<file path="src/rtl/blink_monitor_if.sv">
// Read port of the blink_monitor interval buffer: first-word-fall-through, valid/ready.
interface blink_monitor_if;
  logic        rd_valid;
  logic        rd_ready;
  logic [31:0] rd_data;

  modport master (output rd_valid, output rd_data, input rd_ready);
  modport slave  (input rd_valid, input rd_data, output rd_ready);
endinterface

</file>
<file path="src/rtl/blink_monitor.sv">
// Measures the interval between toggles of blink, checks it against the expected period and
// queues every measured interval in an 8-entry FWFT buffer.
module blink_monitor #(
  parameter int unsigned EXPECTED_PERIOD = 8,
  parameter int unsigned TIMEOUT         = 16,
  parameter int unsigned LOCK_COUNT      = 4
) (
  input  logic                  clk,
  input  logic                  rst,
  input  logic                  blink,
  blink_monitor_if.master       rd,
  output logic                  locked,
  output logic                  err,
  output logic                  overflow,
  output logic [15:0]           toggle_count
);

  localparam int unsigned Depth   = 8;
  localparam int unsigned StreakW = $clog2(LOCK_COUNT + 1);
  localparam logic [StreakW-1:0] LockMax = StreakW'(LOCK_COUNT);

  typedef enum logic [0:0] {StIdle, StMeas} state_e;

  state_e              state_q, state_d;
  logic                blink_q;
  logic [31:0]         cnt_q;
  logic [StreakW-1:0]  streak_q, streak_d;
  logic                locked_q, locked_d;
  logic                err_q, err_d;
  logic                overflow_q;
  logic [15:0]         toggle_count_q;
  logic                toggle;
  logic                push_req;

  logic [31:0]         mem [Depth];
  logic [2:0]          wr_ptr_q, rd_ptr_q;
  logic [3:0]          count_q;
  logic                full, push, pop, drop;

  assign toggle = (blink != blink_q);

  always_comb begin
    state_d  = state_q;
    streak_d = streak_q;
    locked_d = locked_q;
    err_d    = 1'b0;
    push_req = 1'b0;
    unique case (state_q)
      StIdle: begin
        if (toggle) state_d = StMeas;
      end
      StMeas: begin
        if (toggle) begin
          push_req = 1'b1;
          if (cnt_q == EXPECTED_PERIOD) begin
            if (streak_q != LockMax) streak_d = streak_q + 1'b1;
            if (streak_d == LockMax) locked_d = 1'b1;
          end else begin
            streak_d = '0;
            locked_d = 1'b0;
            err_d    = 1'b1;
          end
        end else if (cnt_q == TIMEOUT) begin
          // Stall: the next toggle only re-establishes a reference point.
          err_d    = 1'b1;
          streak_d = '0;
          locked_d = 1'b0;
          state_d  = StIdle;
        end
      end
      default: state_d = StIdle;
    endcase
  end

  assign full = (count_q == 4'(Depth));
  assign pop  = (count_q != 4'd0) && rd.rd_ready;
  assign push = push_req && (!full || pop);
  assign drop = push_req && full && !pop;

  always_ff @(posedge clk) begin
    if (rst) begin
      state_q        <= StIdle;
      blink_q        <= 1'b0;
      cnt_q          <= '0;
      streak_q       <= '0;
      locked_q       <= 1'b0;
      err_q          <= 1'b0;
      overflow_q     <= 1'b0;
      toggle_count_q <= '0;
      wr_ptr_q       <= '0;
      rd_ptr_q       <= '0;
      count_q        <= '0;
    end else begin
      state_q  <= state_d;
      blink_q  <= blink;
      cnt_q    <= toggle ? 32'd1 : cnt_q + 32'd1;
      streak_q <= streak_d;
      locked_q <= locked_d;
      err_q    <= err_d;
      if (drop)   overflow_q     <= 1'b1;
      if (toggle) toggle_count_q <= toggle_count_q + 16'd1;
      if (push)   wr_ptr_q       <= wr_ptr_q + 3'd1;
      if (pop)    rd_ptr_q       <= rd_ptr_q + 3'd1;
      unique case ({push, pop})
        2'b10:   count_q <= count_q + 4'd1;
        2'b01:   count_q <= count_q - 4'd1;
        default: count_q <= count_q;
      endcase
    end
  end

  always_ff @(posedge clk) begin
    if (push) mem[wr_ptr_q] <= cnt_q;
  end

  assign rd.rd_valid   = (count_q != 4'd0);
  assign rd.rd_data    = mem[rd_ptr_q];
  assign locked        = locked_q;
  assign err           = err_q;
  assign overflow      = overflow_q;
  assign toggle_count  = toggle_count_q;

endmodule
</file>
<file path="src/flat_wrapper.sv">
// flat-port wrapper written by rule: the top's interface ports become plain ports
module blink_monitor_flat 
#(
  parameter int unsigned EXPECTED_PERIOD = 8,
  parameter int unsigned TIMEOUT         = 16,
  parameter int unsigned LOCK_COUNT      = 4
)
  (clk, rst, blink, locked, err, overflow, toggle_count, rd_rd_valid, rd_rd_data, rd_rd_ready);
  blink_monitor_if rd_i ();
  input  logic clk;
  input  logic rst;
  input  logic blink;
  output logic locked;
  output logic err;
  output logic overflow;
  output logic [15:0] toggle_count;
  output wire logic [$bits(rd_i.rd_valid)-1:0] rd_rd_valid;
  output wire logic [$bits(rd_i.rd_data)-1:0] rd_rd_data;
  input wire logic [$bits(rd_i.rd_ready)-1:0] rd_rd_ready;
  assign rd_rd_valid = rd_i.rd_valid;
  assign rd_rd_data = rd_i.rd_data;
  assign rd_i.rd_ready = rd_rd_ready;
  blink_monitor #(.EXPECTED_PERIOD(EXPECTED_PERIOD), .TIMEOUT(TIMEOUT), .LOCK_COUNT(LOCK_COUNT)) u_core (.clk(clk), .rst(rst), .blink(blink), .rd(rd_i), .locked(locked), .err(err), .overflow(overflow), .toggle_count(toggle_count));
endmodule
</file>
<file path="config.mk">
export PLATFORM = sky130hd
export DESIGN_NAME = blink_monitor_flat
export DESIGN_NICKNAME = d
export VERILOG_FILES = /design/src/rtl/blink_monitor_if.sv /design/src/rtl/blink_monitor.sv /design/src/flat_wrapper.sv
export SDC_FILE = /design/constraint.sdc
export NUM_CORES = 1
export LEC_CHECK = 0
export ABC_AREA = 1
export BUFFER_PORTS_ARGS = -buffer_cell sky130_fd_sc_hd__buf_4
export CAP_MARGIN = 40
export CORE_MARGIN = 10
export CORE_UTILIZATION = 41
export DETAILED_ROUTE_END_ITERATION = 8
export SLEW_MARGIN = 20
export SYNTH_ARGS = -nofsm -noshare
export SYNTH_HDL_FRONTEND = slang
export SYNTH_SLANG_ARGS = --single-unit
</file>
<file path="constraint.sdc">
create_clock -name clk -period 3.2 [get_ports clk]
set_input_delay 0.16 -clock clk [delete_from_list [all_inputs] [get_ports clk]]
set_output_delay 0.16 -clock clk [all_outputs]
set_load 0.02 [all_outputs]
</file>
Word-level counts from Yosys, hierarchy flattened
Memory sizes are Yosys's and may differ from the RTL's. A register that Yosys moved wholly into a read port is not among the register bits.
Index checks and enable logic that the tools add are counted.

cells by class
  add/subtract/negate cells = 7
  equality and inequality tests = 9
  muxes and demuxes = 25
  bitwise operators = 1
  reductions and logical operators = 14

operators by type and width
  operator                 count
  $add A32 B1 Y32 const B  1
  $eq A32 B4 Y1 const B    1
  $eq A32 B5 Y1 const B    1
  $mux W3                  9
  $add A16 B1 Y16 const B  1
  $mux W1                  14
  $add A3 B1 Y3 const B    3
  $pmux W4 S2              1
  $ne A3 B3 Y1 const B     2
  $add A4 B1 Y4 const B    1
  $eq A4 B4 Y1 const B     1
  $logic_and A1 B1 Y1      4
  $reduce_bool A2 Y1       2
  $reduce_bool A4 Y1       1
  $reduce_or A2 Y1         2
  $sub A4 B1 Y4 const B    1
  $eq A3 B3 Y1 const B     1
  $reduce_and A3 Y1        1
  $eq A2 B1 Y1 const B     1
  $eq A2 B2 Y1 const B     1
  $logic_not A1 Y1         2
  $pmux W1 S2              1
  $reduce_and A2 Y1        1
  $logic_or A1 B1 Y1       1
  2 further kinds          2

storage, ports and cells
  register bits = 66
  memory bits (writable) = 256
  input port bits = 4
  output and inout bits = 52
  logic and storage cells = 69
  memories kept = 1

memory list
  memory      words  width  read ports  clocked after Yosys merged registers in  write ports  RTL line             text
  u_core.mem  8      32     1           1                                        1            blink_monitor.sv:35  logic [31:0] mem [Depth];

Depth between registers and ports, before layout
  word-level depth = 9
  depth in mapped cells = 16
  depth with buffers taken out = 16

Worst setup path after synthesis
No wires, ideal clock.

  path kind = reg-to-reg
  start point = register u_core.blink_q
  end point = memory u_core.mem[1][0] (enable)
  library setup time = 0.421 ns
  data arrival time = 2.368 ns
  required time = 2.779 ns
  path slack = 0.411 ns
  stages on the path, launching flop included = 10
  path buffers = 0
  clock period less this slack = 2.789 ns
  cell sequence = dfxtp_1 inv_2 nand2_1 nand2_2 nand2_2 nor2_4 inv_1 nor2_1 inv_1 nor2_1

on the way
  cells in the longest elaborated chain, start to end = 6

RTL lines
  element                        RTL line              text
  from (decl)                    blink_monitor.sv:25   logic blink_q;
  from (signal assigned)         blink_monitor.sv:95   blink_q <= blink;
  $ne A1 B1 Y1                   blink_monitor.sv:40   assign toggle = (blink != blink_q);
  $mux W1                        blink_monitor.sv:53   if (toggle) begin
  $mux W1                        blink_monitor.sv:48   unique case (state_q)
  $logic_and A1 B1 Y1            blink_monitor.sv:77   assign push = push_req && (!full || pop);
  $mux W1                        blink_monitor.sv:113  if (push) mem[wr_ptr_q] <= cnt_q;
  $mux W1 (not written as such)  blink_monitor.sv:113
  to (decl)                      blink_monitor.sv:35

No other way between the ends.

==> metrics.md <==
| Metric | Value |
|---|---|
| HP Class | `in -> reg` |
| Biggest area consumer among synthesized cells | `edfxtp_1` |
| # DRC | `0` |
| Synth area leaders | `edfxtp_1, dfxtp_1, nor2_1` |
| CTS tree | `built` |
| Final hold violation count | `0` |
| Nets@finish | `1378` |
| Gpl congestion | `0.8848` |
| Post-DR vias/cell | `5.105` |
| CP Max Fanout | `51` |
| Drt pass-1 iters | `5` |
| Worst path bufs/invs | `3` |
| Largest net degree at the start of global routing | `64` |
| Power Internal | `0.007741 W` |
| Max Cap Viol | `0` |
| Critical path endpoint category | `output pin` |
| Avg WL per Cell | `17.04 um` |
| Fmax | `378.0 MHz` |
| VDD IR max | `0.4066 mV` |
| Starting DRT DRC Count | `652` |
| Total clock sinks | `325` |
| Setup-failing EPs final | `0` |
| Outcome | `finished clean` |
| Die width | `202.4 um` |
| Setup crit start kind | `flip-flop` |
| Leakage | `5.496 nW` |
| FF-to-FF Start | `u_core.blink_q$_SDFF_PP0_` |
| Worst EP arrival | `2.49 ns` |
| Vias in the first global route | `8932` |
| Mapped Cells | `1301` |
| Total power | `0.01095 W` |
| Antenna-violating nets left | `0` |
| CP Depth | `7` |
| Root buf cell | `clkbuf_16` |
| CP required | `3.04 ns` |
| Die area | `40950 um^2` |
| # rows | `66` |
| CP delay by family, top | `buffers and inverters` |
| First-pass GRT wire length | `49470 um` |
| # fillers | `3021` |
| Critical path's slowest cell | `dfxtp_4` |
| Worst setup margin | `0.5548 ns` |
| Setup Skew | `0.01252 ns` |
| Bufs on Longest Clock Path | `3` |
| Vias | `9358` |
| Fin crit period | `2.645 ns` |
| All-layer global routing usage | `0.1494` |
| Reg2Reg Depth | `10` |
| Setup_tns | `0 ns` |
| Pwr Density | `693.5 nW/um^2` |
| Initial core utilization | `0.4169` |
| Fin crit share | `0.8266` |
| Final slew viol count | `0` |
| Initial antenna violation count | `0` |
| Part of the power in combinational logic | `0.218` |
| Post-CTS sizing | `0` |
| Setup CP Type | `reg -> out` |
| Setup crit end | `rd_rd_data[1]` |
| RSZ-0062 raised after global routing | `no` |
| Synth Register Bits | `325` |
| Routed wire length | `31230 um` |
| Clk slew on worst S/H paths | `0.06 ns` |
| Latest clock arrival within the worst-skew pair | `0.50 ns` |
| Main synth FF type | `edfxtp_1` |
| Mapped Area | `13630 um^2` |
| CP peak stage delay | `0.60 ns` |
| H-tree Lvls | `2` |
| Total CTS buffers | `34` |
| Cell breakdown of the critical path | `clkinv_2 -> buf_12 -> o21ai_0 -> o22ai_1 -> nor2_1 -> a31oi_1 -> buf_4` |
| Sequential Power Share | `0.431` |
| Worst slew pin tran | `0.6182 ns` |
| Yosys top cell area share | `0.5639` |
| Share of cells above drive strength 1 | `0.1467` |
| Clock share of power | `0.350` |
| HPWL after DPL | `18970 um` |
| IO buf count | `55` |
| Ys async rst share | `0` |
| Sequential share of the synthesized area | `0.6652` |
| Rel. slew slack | `0.5873` |
| R2R setup slack | `1.00 ns` |
| Die Ht | `202.4 um` |
| Yosys warns | `0` |
| Area grow syn2layout | `15.79%` |
| Switching share of power | `0.2929` |
| FF-to-FF End | `u_core.mem[1][28]$_DFFE_PP_` |
| Distinct cell type count after synthesis | `38` |
| Core area | `32700 um^2` |
| IO Pins | `56` |
| DP Worst Slack | `0.9940 ns` |
| Synth Area per Inst | `10.48 um^2` |
| Syn_nets | `1313` |
| Switching power total | `0.003206 W` |
| Antenna cell count | `0` |
| Post-synth EDFFs | `256` |
| GRT Residual Overflow | `0` |
layout make-up:
| type | instances | area (um^2) | share of cell area |
|---|---|---|---|
| tap | 442 | 553.0 | 0.03503 |
| timing repair buffer | 82 | 685.7 | 0.04343 |
| clock buffer | 46 | 930.9 | 0.05897 |
| sequential | 325 | 9074 | 0.5748 |
| inverter | 87 | 327.8 | 0.02077 |
| clock inverter | 15 | 150.1 | 0.009511 |
| multi-input combinational | 836 | 4065 | 0.2575 |
sequential cells by signal, summed over array words and instances, names as in the netlist, named ones only:
register,cells
u_core.state_q,1
u_core.cnt_q,32
u_core.overflow,1
u_core.locked,1
u_core.mem,256
u_core.blink_q,1
u_core.streak_q,3
u_core.count_q,4
u_core.rd_ptr_q,3
u_core.err,1
u_core.toggle_count,16
u_core.wr_ptr_q,3
power groups by stage:
stage / combinational (W) / sequential, W / clock (W)
4_1_cts: 0.00243 / 0.00472 / 0.00391
3_5_place_dp: 0.00242 / 0.00481 / 0
2_1_floorplan: 0.00163 / 0.00473 / 0
6_report: 0.00239 / 0.00472 / 0.00384
3_3_place_gp: 0.00241 / 0.00481 / 0
5_1_grt: 0.00266 / 0.00473 / 0.00408
kinds of logic (layout without fill, tap and decap cells):
kind of cell | Yosys count | count (layout) | synth area share
simple gates | 553 | 553 | 0.1764
flops | 325 | 325 | 0.6652
compound gates | 269 | 269 | 0.1062
buf+inv | 140 | 230 | 0.04102
fa+ha+maj | 8 | 8 | 0.007342
xor+xnor | 6 | 6 | 0.003855
synth_stat cells, drive strengths merged, types with 6 or more instances:
master and number:
xor2 6, ha 8, inv 87, clkbuf 27
dfxtp 69, nor3 27, nand3 30, buf 26
nand2 140, o22ai 32, a31oi 32, or2 9
nand4 11, a21oi 45, nor2 328, edfxtp 256
o21ai 158
repair_timing:
action                                 in CTS  in global routing
endpoints found under the hold margin       9                  0
setup buffers                               0                  0
setup endpoints to repair                   0                  0
hold buffers                                3                  0
layer usage:
metal | track usage | up-vias | part of all wire
li1 | - | 4639 | -
met1 | 0.1997 | 4467 | 0.46
met2 | 0.2507 | 216 | 0.48
met3 | 0.02495 | 36 | 0.047
met4 | 0.03091 | 0 | 0.013
met5 | 0 | - | 0
worst register-to-register path: stages (launching register included):
cell and delay [ns]:
dfxtp_1 0.33, inv_2 0.06, nand2_1 0.05, nand2_2 0.11, nand2_2 0.12, nor2_4 0.18, inv_1 0.09, nor2_1 0.13
inv_1 0.18, nor2_4 0.11, buf_4 0.47
cell usage in the layout (no fill, tap or decap), types with 13 or more instances in the layout:
cell,count
a21oi_1,43
nor2_4,13
inv_1,67
nor3_1,18
a31oi_1,32
nand2_1,128
dfxtp_1,67
edfxtp_1,256
buf_4,74
o21ai_0,156
nand3_1,28
inv_2,19
o22ai_1,32
nor2_1,307
clkbuf_16,35
how the worst min path moves through the flow:
| stage | start | endpoint | cells after the start |
|---|---|---|---|
| floorplan | blink | u_core.blink_q$_SDFF_PP0_ | 2 |
| global placement | blink | u_core.blink_q$_SDFF_PP0_ | 3 |
| detailed placement | blink | u_core.blink_q$_SDFF_PP0_ | 3 |
| CTS | rd_rd_ready | u_core.rd_ptr_q[0]$_SDFFE_PP0N_ | 4 |
| global route | rd_rd_ready | u_core.rd_ptr_q[0]$_SDFFE_PP0N_ | 4 |
| finish | rd_rd_ready | u_core.rd_ptr_q[0]$_SDFFE_PP0N_ | 4 |
through the flow:
stage,instance area (um^2),instances,hold slack (ns),utilization
finish,15790,1833,0.1577,0.4827
global route,15790,1833,0.1943,0.4827
CTS,15790,1833,0.1442,0.4827
detailed placement,14680,1769,0.4130,0.4488
global placement,14680,1769,0.3979,0.4488
floorplan,13630,1301,0.2775,-
No activity file was read; power rests on OpenSTA's default activity.
